$ cat config.mk
export PLATFORM = sky130hd
export DESIGN_NAME = gated_count_bank
export DESIGN_NICKNAME = d
export VERILOG_FILES = /design/src/rtl/gated_count_bank.sv
export SDC_FILE = /design/constraint.sdc
export NUM_CORES = 1
export LEC_CHECK = 0
export CAP_MARGIN = 20
export CORE_MARGIN = 2
export CORE_UTILIZATION = 40
export CTS_CLUSTER_DIAMETER = 120
export CTS_CLUSTER_SIZE = 28
export DETAILED_ROUTE_END_ITERATION = 8
export MAX_ROUTING_LAYER = met4
export PLACE_DENSITY = 0.63
export RECOVER_POWER = 100
export SYNTH_ARGS = -nofsm -noshare
export SYNTH_HDL_FRONTEND = slang
export SYNTH_SLANG_ARGS = --single-unit
export TNS_END_PERCENT = 5
$ cat constraint.sdc
create_clock -name clock -period 2.1 [get_ports clock]
set_input_delay 0.42 -clock clock [delete_from_list [all_inputs] [get_ports clock]]
set_output_delay 0.42 -clock clock [all_outputs]
set_load 0.005 [all_outputs]
$ cat src/rtl/gated_count_bank.sv
// gated_count_bank: gated pulse counter that latches each window total into a bank of hold registers
// with per-channel valid/overflow flags, done/sel_err strobes and an activity toggle.
module gated_count_bank #(
    parameter int WIDTH    = 16,
    parameter int CHANNELS = 4,
    parameter int SEL_W    = 2,
    parameter bit SATURATE = 1'b1
) (
    input  logic                      clock,
    input  logic                      reset_n,
    input  logic                      gate,
    input  logic                      pulse,
    input  logic [SEL_W-1:0]          sel,
    input  logic [CHANNELS-1:0]       ack,
    input  logic                      clear,
    output logic [WIDTH-1:0]          live_count,
    output logic [CHANNELS*WIDTH-1:0] hold_data,
    output logic [CHANNELS-1:0]       valid,
    output logic [CHANNELS-1:0]       ovf,
    output logic                      done,
    output logic                      sel_err,
    output logic                      activity
);
    typedef enum logic [1:0] {IDLE, COUNT, LATCH} state_t;

    state_t              state_q, state_d;
    logic [WIDTH-1:0]    acc_q, acc_d;
    logic                wovf_q, wovf_d;
    logic [SEL_W-1:0]    sel_q, sel_d;
    logic [WIDTH-1:0]    hold_q [CHANNELS];
    logic [WIDTH-1:0]    hold_d [CHANNELS];
    logic [CHANNELS-1:0] valid_q, valid_d, ovf_q, ovf_d, wr_ch;
    logic                done_q, done_d, sel_err_q, sel_err_d, activity_q, activity_d;
    logic                counted, at_max, in_range, write;

    always_ff @(posedge clock or negedge reset_n) begin
        if (!reset_n) state_q <= IDLE;
        else          state_q <= state_d;
    end

    always_comb begin
        state_d = clear ? IDLE :
                  state_q == IDLE  ? (gate ? COUNT : IDLE) :
                  state_q == COUNT ? (gate ? COUNT : LATCH) : IDLE;
    end

    always_comb begin
        counted    = !clear && gate && pulse && (state_q == IDLE || state_q == COUNT);
        at_max     = &acc_q;
        in_range   = 32'(sel_q) < CHANNELS;
        write      = !clear && state_q == LATCH && in_range;
        acc_d      = (clear || state_q == LATCH) ? '0 :
                     state_q == IDLE ? (gate ? WIDTH'(pulse) : '0) :
                     counted ? (at_max ? (SATURATE ? acc_q : '0) : acc_q + WIDTH'(1)) : acc_q;
        // window overflow survives into LATCH, where it is copied out, then drops
        wovf_d     = (clear || state_q != COUNT) ? 1'b0 : wovf_q | (counted && at_max);
        sel_d      = clear ? '0 : (state_q == COUNT && !gate) ? sel : sel_q;
        done_d     = write;
        sel_err_d  = !clear && state_q == LATCH && !in_range;
        activity_d = activity_q ^ counted;
        wr_ch      = '0;
        for (int c = 0; c < CHANNELS; c++) begin
            wr_ch[c]   = write && 32'(sel_q) == c;
            hold_d[c]  = clear ? '0 : wr_ch[c] ? acc_q : hold_q[c];
            valid_d[c] = !clear && (wr_ch[c] || (valid_q[c] && !ack[c]));
            ovf_d[c]   = clear ? 1'b0 : wr_ch[c] ? wovf_q : ovf_q[c];
        end
    end

    always_ff @(posedge clock or negedge reset_n) begin
        if (!reset_n) begin
            acc_q      <= '0;
            wovf_q     <= 1'b0;
            sel_q      <= '0;
            valid_q    <= '0;
            ovf_q      <= '0;
            done_q     <= 1'b0;
            sel_err_q  <= 1'b0;
            activity_q <= 1'b0;
            for (int c = 0; c < CHANNELS; c++) hold_q[c] <= '0;
        end else begin
            acc_q      <= acc_d;
            wovf_q     <= wovf_d;
            sel_q      <= sel_d;
            valid_q    <= valid_d;
            ovf_q      <= ovf_d;
            done_q     <= done_d;
            sel_err_q  <= sel_err_d;
            activity_q <= activity_d;
            for (int c = 0; c < CHANNELS; c++) hold_q[c] <= hold_d[c];
        end
    end

    for (genvar g = 0; g < CHANNELS; g++) begin : g_flat
        assign hold_data[g*WIDTH +: WIDTH] = hold_q[g];
    end

    assign live_count = acc_q;
    assign valid      = valid_q;
    assign ovf        = ovf_q;
    assign done       = done_q;
    assign sel_err    = sel_err_q;
    assign activity   = activity_q;
endmodule

# == Word-level counts from Yosys, hierarchy flattened ==
# Index checks and enable logic that the tools add are counted.
# word_totals
input_bits,11
out_inout_bits,91
regBits,95
wordCells,95
# classes
n_addsub,1
bitwise_logic,2
n_eq_ne,7
n_reduce_logical,41
muxes,29
# op_table
operator,n
$mux 16,12
$logic_and 1x1->1,18
$add 16x1->16 const B,1
$reduce_and 16->1,1
$mux 2,6
$mux 1,11
$reduce_bool 2->1,5
$logic_or 1x1->1,7
$eq 2x2->1 const B,3
$logic_not 1->1,6
$eq 2x1->1 const B,2
$logic_not 2->1,2
$ne 3x1->1 const B,1
$reduce_bool 3->1,1
$ne 2x1->1 const B,1
$reduce_and 2->1,1
$or 1x1->1,1
$xor 1x1->1,1

# == Depth between registers and ports, before layout ==
# Gate-level depths: netlist of the first run.
# logic_depth
word_depth,7
mapped_depth,7
mapped_depth_nobuf,5

# == Worst setup path before layout of the first run ==
# OpenSTA, ideal clock, no wires.
# synth_path
path_kind,register to register
from,"reg acc_q[6], in the netlist live_count[6]"
to,"reg acc_q[12], in the netlist live_count[12]"
slack_ns,0.364
synth_period_minus_slack_ns,1.736
t_arrival_ns,1.658
required_ns,2.022
setup_time_ns,0.078
path_stages_with_launch,7
path_cell_list,dfrtp_1 > buf_2 > nand4_4 > or2_0 > buf_2 > or4_1 > a21oi_1
# synth_between
elab_chain_cells,5
# synth_lines
element,line,rtl
"start, declared",27,"logic [WIDTH-1:0] acc_q, acc_d;"
"start signal, assigned",72,acc_q <= '0;
"start signal, assigned",82,acc_q <= acc_d;
$add 16x1->16,54,counted ? (at_max ? (SATURATE ? acc_q : '0) : acc_q + WIDTH'(1)) : acc_q;
$mux 16 (2 in a row),54,
$mux 16,53,state_q == IDLE ? (gate ? WIDTH'(pulse) : '0) :
$mux 16,52,acc_d = (clear || state_q == LATCH) ? '0 :
# Several ways; a longest one is shown, not always the timed one. The select of a mux whose other input is x is not followed.
# A chain may end at the register's enable or synchronous reset.

# == Worst setup path after layout of the first run ==
# layout_path
from,"reg acc_q[8], in the netlist live_count[8]"
to,out live_count[8]
# layout_lines
element,line,rtl
"end, declared",16,"output logic [WIDTH-1:0] live_count,"
# No word-level cell between the ends.

==> impl_metrics.ini, run 1 <==
[outcome]
status = completed

[power]
p_leak_uw = 0.002842
p_sw_frac = 0.2213
clockPowerShare = 0.401
p_per_area_nw_per_um2 = 592.7
internal-power_uw = 2598
p_switching_uw = 738.4
combPwrFrac = 0.043
sequentialPowerShare = 0.556
power_uw = 3337
peakVddDrop_uv = 353.4

[global_route]
grt_pass1_vias = 3353
grt_overflow = 0
grt_first_pass_wirelength_mm = 17.19
antenna_found_initial = 0
grt_max_degree = 42
grtUsageTotal = 0.2018

[route]
postRouteAntennaNets = 0
viasPerCell = 5.168
vias = 3411
drt_pass1_iterations = 4
first_iter_violations = 192
drc = 0
wire_per_inst_um = 16.37
wirelength_mm = 10.80

[critical_path]
cp.required_ns = 1.68
arrival_ns = 1.57
worst-setup-path-type = flop to primary output
cp_max_fo = 8
path_buf_inv = 2
path_depth = 2
r2r_start = state_q[0]
startpoint = live_count[8]
reg2reg_depth = 5
startpoint_type = flop
crit_path_top_delay_cell = clkdlybuf4s50_1
end_kind = primary output
cp_top_family = buffers and inverters
crit_chain = clkbuf_2, clkdlybuf4s50_1
max_stage_delay_ns = 0.54

[sta]
finalCritPeriodShare = 0.9462
setup_violations = 0
skew_ns = 0.01575
fmax_ghz = 0.5032
drv_slew = 0
slew_headroom = 0.2845
worstMarginPinSlew_ns = 1.073
min_period_ns = 1.987
grt_setup_unrepaired = false
setup_tns_ns = 0
worst_hold_slack_ns = 0.2298
hold_viol_final = 0

[clocking]
clk_path_buf_depth = 2
cts_made_buffers = 9
worstSkewPairLatency_ns = 0.36
holdBufCountCts = 0
post_cts_resized = 0
post-cts-setup-buffer-count = 0
cts_tree = yes
clk_pin_slew_worst_paths_ns = 0.10
h-tree-depth = 3
cts.root.buffer_cell = clkbuf_8
cts.sinks = 95

[floorplanning]
dieWidth_um = 106.1
rows = 37
start_util = 0.4079
coreArea_um2 = 10230
die_area_um2 = 11260
io_pins = 102
die_y_um = 106.1

[synth]
synth-seq-cells = 95
syn_area_um2 = 4173
ys_seq_area_frac = 0.5697
yosysWarnings = 0
synth_fp_nets = 420
synth_area_per_cell_um2 = 10.23
syn_inst = 408
yosysUniqueCellTypes = 42

[placement]
dp.cells = 644
port_buffers = 100
gp_congestion = 0.8018
dp_hpwl_mm = 7.367

[final_layout]
antennaDiodeCount = 0
instances_no_fill = 660
drive_gt1_frac = 0.1088
fin_util = 0.5503
area_delta_synth_final_pct = 34.93
layout.nets = 531

[worst_hold_path]
hp-class = primary input to async pin

[run]
drv_cap = 0
==> cell type report <==
class,instances,area (um2)
fill,912,4601
sequential,95,2377
multi-input combinational,275,1607
timing repair buffer,136,1246
tap,136,170.2
clock buffer,11,141.4
clock inverter,5,81.33
inverter,2,7.507
==> through the flow <==
stage | area, um2 | setup slack (ns)
final | 5630 | 0.1129
after global routing | 5630 | 0.06597
after CTS | 5682 | 0.1719
after detailed placement | 5459 | -0.08029
after global placement | 5459 | -0.02850
after floorplan | 4173 | 0.3639
==> cells by family (layout without fill, tap and decap cells) <==
family,Yosys count,in the layout,share of synthesized area
buffers and inverters,38,154,0.04318
adders and majority gates,1,1,0.002998
muxes,37,37,0.08876
other,1,1,0.0008987
DFF,95,95,0.5697
and+or+nand+nor,166,166,0.2009
xor gates and xnor gates,1,1,0.002099
AOI/OAI and AO/OA,69,69,0.09146
==> layout by cell type, fill, tap and decap left out, types with 2 or more instances in the layout <==
master / count
dlygate4sd3_1: 78
buf_4: 18
nand2b_1: 6
bufinv_16: 2
o41ai_1: 2
nor2_1: 38
nor3b_1: 2
clkdlybuf4s50_1: 20
nand2_1: 77
nor3_1: 4
mux2i_1: 37
or4_1: 8
dfrtp_1: 95
inv_1: 2
a21oi_1: 52
clkbuf_2: 14
nand4_1: 6
nand3_1: 4
clkbuf_8: 10
nand3b_1: 3
buf_12: 2
o31ai_1: 7
o21ai_0: 5
clkbuf_1: 3
or3_1: 5
==> state kept, by name, summed over array words and instances (netlist names) <==
name / flops
activity: 1
done: 1
hold_data: 64
live_count: 16
ovf: 4
sel_q: 2
state_q: 2
valid: 4
wovf_q: 1
==> worst paths after layout <==
| kind | endpoint | slack [ns] |
|---|---|---|
| worst max-delay path | live_count[8] | 0.11 |
| worst min-delay path | hold_data[8] | 0.23 |
| worst max register to register | hold_data[13] | 0.21 |
| worst min register to register | activity | 0.49 |
| max in group asynchronous | hold_data[57] | 0.49 |
| min in group clock | activity | 0.49 |
==> per-layer routing <==
metal / vias to the layer above / GRT usage / part of all wire
met5: - / - / 0
met4: 0 / 0.07143 / 0.013
met3: 13 / 0.04169 / 0.062
met2: 112 / 0.3082 / 0.47
met1: 1665 / 0.2692 / 0.46
li1: 1621 / - / -
==> synthesized netlist by cell type <==
cell type  count  area share
or3_1          5      0.0075
o31ai_1        7       0.013
inv_2          1     0.00090
buf_4          4      0.0072
and4bb_1       1      0.0030
nor4_4         1      0.0051
a21oi_1       52       0.062
o311ai_0       1      0.0021
xor2_1         1      0.0021
nand4_2        1      0.0030
nor3_2         1      0.0024
nand3b_1       3      0.0054
nor3b_4        1      0.0045
and4_1         1      0.0021
conb_1         1     0.00090
o21ai_1        1      0.0012
and2_1         1      0.0015
or2_0          1      0.0015
nand3_4        1      0.0042
nor2b_1        1      0.0015
o41ai_1        2      0.0042
nand4_4        1      0.0051
inv_1          1     0.00090
o21ai_0        4      0.0048
dfrtp_1       95        0.57
or4_1          8       0.014
nand2b_1       6      0.0090
a221o_1        1      0.0024
ha_1           1      0.0030
and4_2         1      0.0024
nor2_1        38       0.034
and3_1         1      0.0015
nand2_1       77       0.069
clkbuf_1      14       0.013
or3b_4         1      0.0027
o211ai_1       1      0.0018
nand4_1        5      0.0075
buf_2         18       0.022
nor3_1         4      0.0048
nand3_1        4      0.0048
mux2i_1       37       0.089
nor3b_1        2      0.0036
==> power by group through the flow <==
stage	clock, uW	sequential [uW]	combinational [uW]
after global placement	0	1890	152
after floorplan	0	1890	50.1
after global routing	1440	1860	158
after detailed placement	0	1890	153
after CTS	1370	1860	155
final	1340	1860	143
(Power assumes the default switching activity.)
==> inputs of run 2 (changes only) <==
--- a/config.mk
+++ b/config.mk
@@ -14,6 +14,7 @@
 export MAX_ROUTING_LAYER = met4
 export PLACE_DENSITY = 0.63
 export RECOVER_POWER = 100
+export SLEW_MARGIN = 20
 export SYNTH_ARGS = -nofsm -noshare
 export SYNTH_HDL_FRONTEND = slang
 export SYNTH_SLANG_ARGS = --single-unit
==> results of run 2 <==
No change in the layout: final DEF, timing and power equal those of run 1.
==> inputs of run 3 (changes only) <==
--- a/config.mk
+++ b/config.mk
@@ -7,12 +7,12 @@
 export LEC_CHECK = 0
 export CAP_MARGIN = 20
 export CORE_MARGIN = 2
-export CORE_UTILIZATION = 40
+export CORE_UTILIZATION = 51
 export CTS_CLUSTER_DIAMETER = 120
 export CTS_CLUSTER_SIZE = 28
 export DETAILED_ROUTE_END_ITERATION = 8
 export MAX_ROUTING_LAYER = met4
-export PLACE_DENSITY = 0.63
+export PLACE_DENSITY = 0.78
 export RECOVER_POWER = 100
 export SLEW_MARGIN = 20
 export SYNTH_ARGS = -nofsm -noshare
==> constraint.sdc (replaced) <==
create_clock -name clock -period 2.52 [get_ports clock]
set_input_delay 0.504 -clock clock [delete_from_list [all_inputs] [get_ports clock]]
set_output_delay 0.504 -clock clock [all_outputs]
set_load 0.005 [all_outputs]
==> impl_metrics.ini, run 3 (synthesis gave the netlist of run 1 again) <==
[critical_path]
rrSetupSlack_ns = 0.46
end_kind = primary output
rr_endpoint = live_count[3]
crit_path_top_delay_cell = clkdlybuf4s50_1
max_stage_delay_ns = 0.60
crit_chain = clkbuf_1, clkdlybuf4s50_1
path_buf_inv = 2
cp_max_fo = 9
reg2reg_depth = 5
arrival_ns = 1.80
cp_top_family = buffers and inverters
r2r_start = live_count[14]
worst-setup-path-type = flop to primary output
cp.required_ns = 2.02
startpoint_type = flop

[placement]
dp_slack_ns = 0.1736
gp_congestion = 0.8455
dp_hpwl_mm = 6.852
port_buffers = 100
dp.cells = 594

[sta]
slew_headroom = 0.2961
drv_slew = 0
finalCritPeriodShare = 0.9125
worst_hold_slack_ns = 0.3133
setup_ws_ns = 0.2204
worstMarginPinSlew_ns = 1.056
setup_violations = 0
skew_ns = 0.01313
grt_setup_unrepaired = false
min_period_ns = 2.300
hold_viol_final = 0
fmax_ghz = 0.4349
setup_tns_ns = 0

[clocking]
clk_path_buf_depth = 2
cts_tree = yes
clk_pin_slew_worst_paths_ns = 0.10
holdBufCountCts = 0
cts.sinks = 95
post-cts-setup-buffer-count = 0
cts_made_buffers = 9
h-tree-depth = 3
worstSkewPairLatency_ns = 0.37
cts.root.buffer_cell = clkbuf_8
post_cts_resized = 0

[route]
vias = 3366
drt_pass1_iterations = 4
wire_per_inst_um = 16.59
wirelength_mm = 10.10
viasPerCell = 5.527
drc = 0
first_iter_violations = 256
postRouteAntennaNets = 0

[run]
drv_cap = 0

[final_layout]
mostFrequentLayoutCells = dfrtp_1 (95), dlygate4sd3_1 (81), nand2_1 (77), a21oi_1 (52), nor2_1 (38)
final_common_cell = dfrtp_1
instances_no_fill = 609
drive_gt1_frac = 0.06114
area_delta_synth_final_pct = 28.70
largest_reg_flops = 64
antennaDiodeCount = 0
layout.nets = 515

[global_route]
grt_first_pass_wirelength_mm = 16.49
antenna_found_initial = 0
grtUsageTotal = 0.2464
grt_pass1_vias = 3245
grt_overflow = 0
grt_max_degree = 56

[floorplanning]
rows = 32
io_pins = 102
dieWidth_um = 94.46
die_y_um = 94.46
die_area_um2 = 8922
coreArea_um2 = 7807
start_util = 0.5345

[power]
peakVddDrop_uv = 321.3
p_per_area_nw_per_um2 = 472.4
p_leak_uw = 0.002697

[worst_hold_path]
hp-class = primary input to async pin

[outcome]
status = completed
==> run 3: worst max-delay path by stage <==
stage	start	cells after the start	endpoint
after floorplan	clear	7	hold_data[21]
after global placement	gate	5	live_count[8]
after detailed placement	gate	5	live_count[6]
after CTS	live_count[9]	1	live_count[9]
after global routing	live_count[7]	2	live_count[7]
final	live_count[7]	2	live_count[7]
==> run 3: layer usage <==
metal,vias up,part of all wire,GRT usage
met5,-,0,-
met4,0,0.012,0.08213
met3,12,0.069,0.05267
met2,112,0.48,0.3702
met1,1662,0.44,0.3372
li1,1580,-,-
==> run 3: layout make-up <==
type                    count  area [um2]
clock buffers              10       127.6
clock inverters             5       36.28
fillers                   651        2437
multi-input cells         275        1585
well taps                 102       127.6
repair buffers            120        1109
flip-flops and latches     95        2377
inverters                   2       7.507
==> run 3: per-stage QoR <==
stage | total power [uW] | area [um2] | utilization
global route | 2623 | 5370 | 0.6878
global placement | 1695 | 5284 | 0.6768
CTS | 2555 | 5448 | 0.6978
finish | 2537 | 5370 | 0.6878
floorplan | 1617 | 4173 | -
detailed placement | 1697 | 5284 | 0.6768
==> run 3: power by group <==
group,switching [uW],total (uW),internal (uW),leakage (uW)
registers,10.1,1540,1530,0.00132
clock network,526,879,353,0.0000744
logic,72.4,113,40.4,0.00130
total,609,2540,1930,0.00270
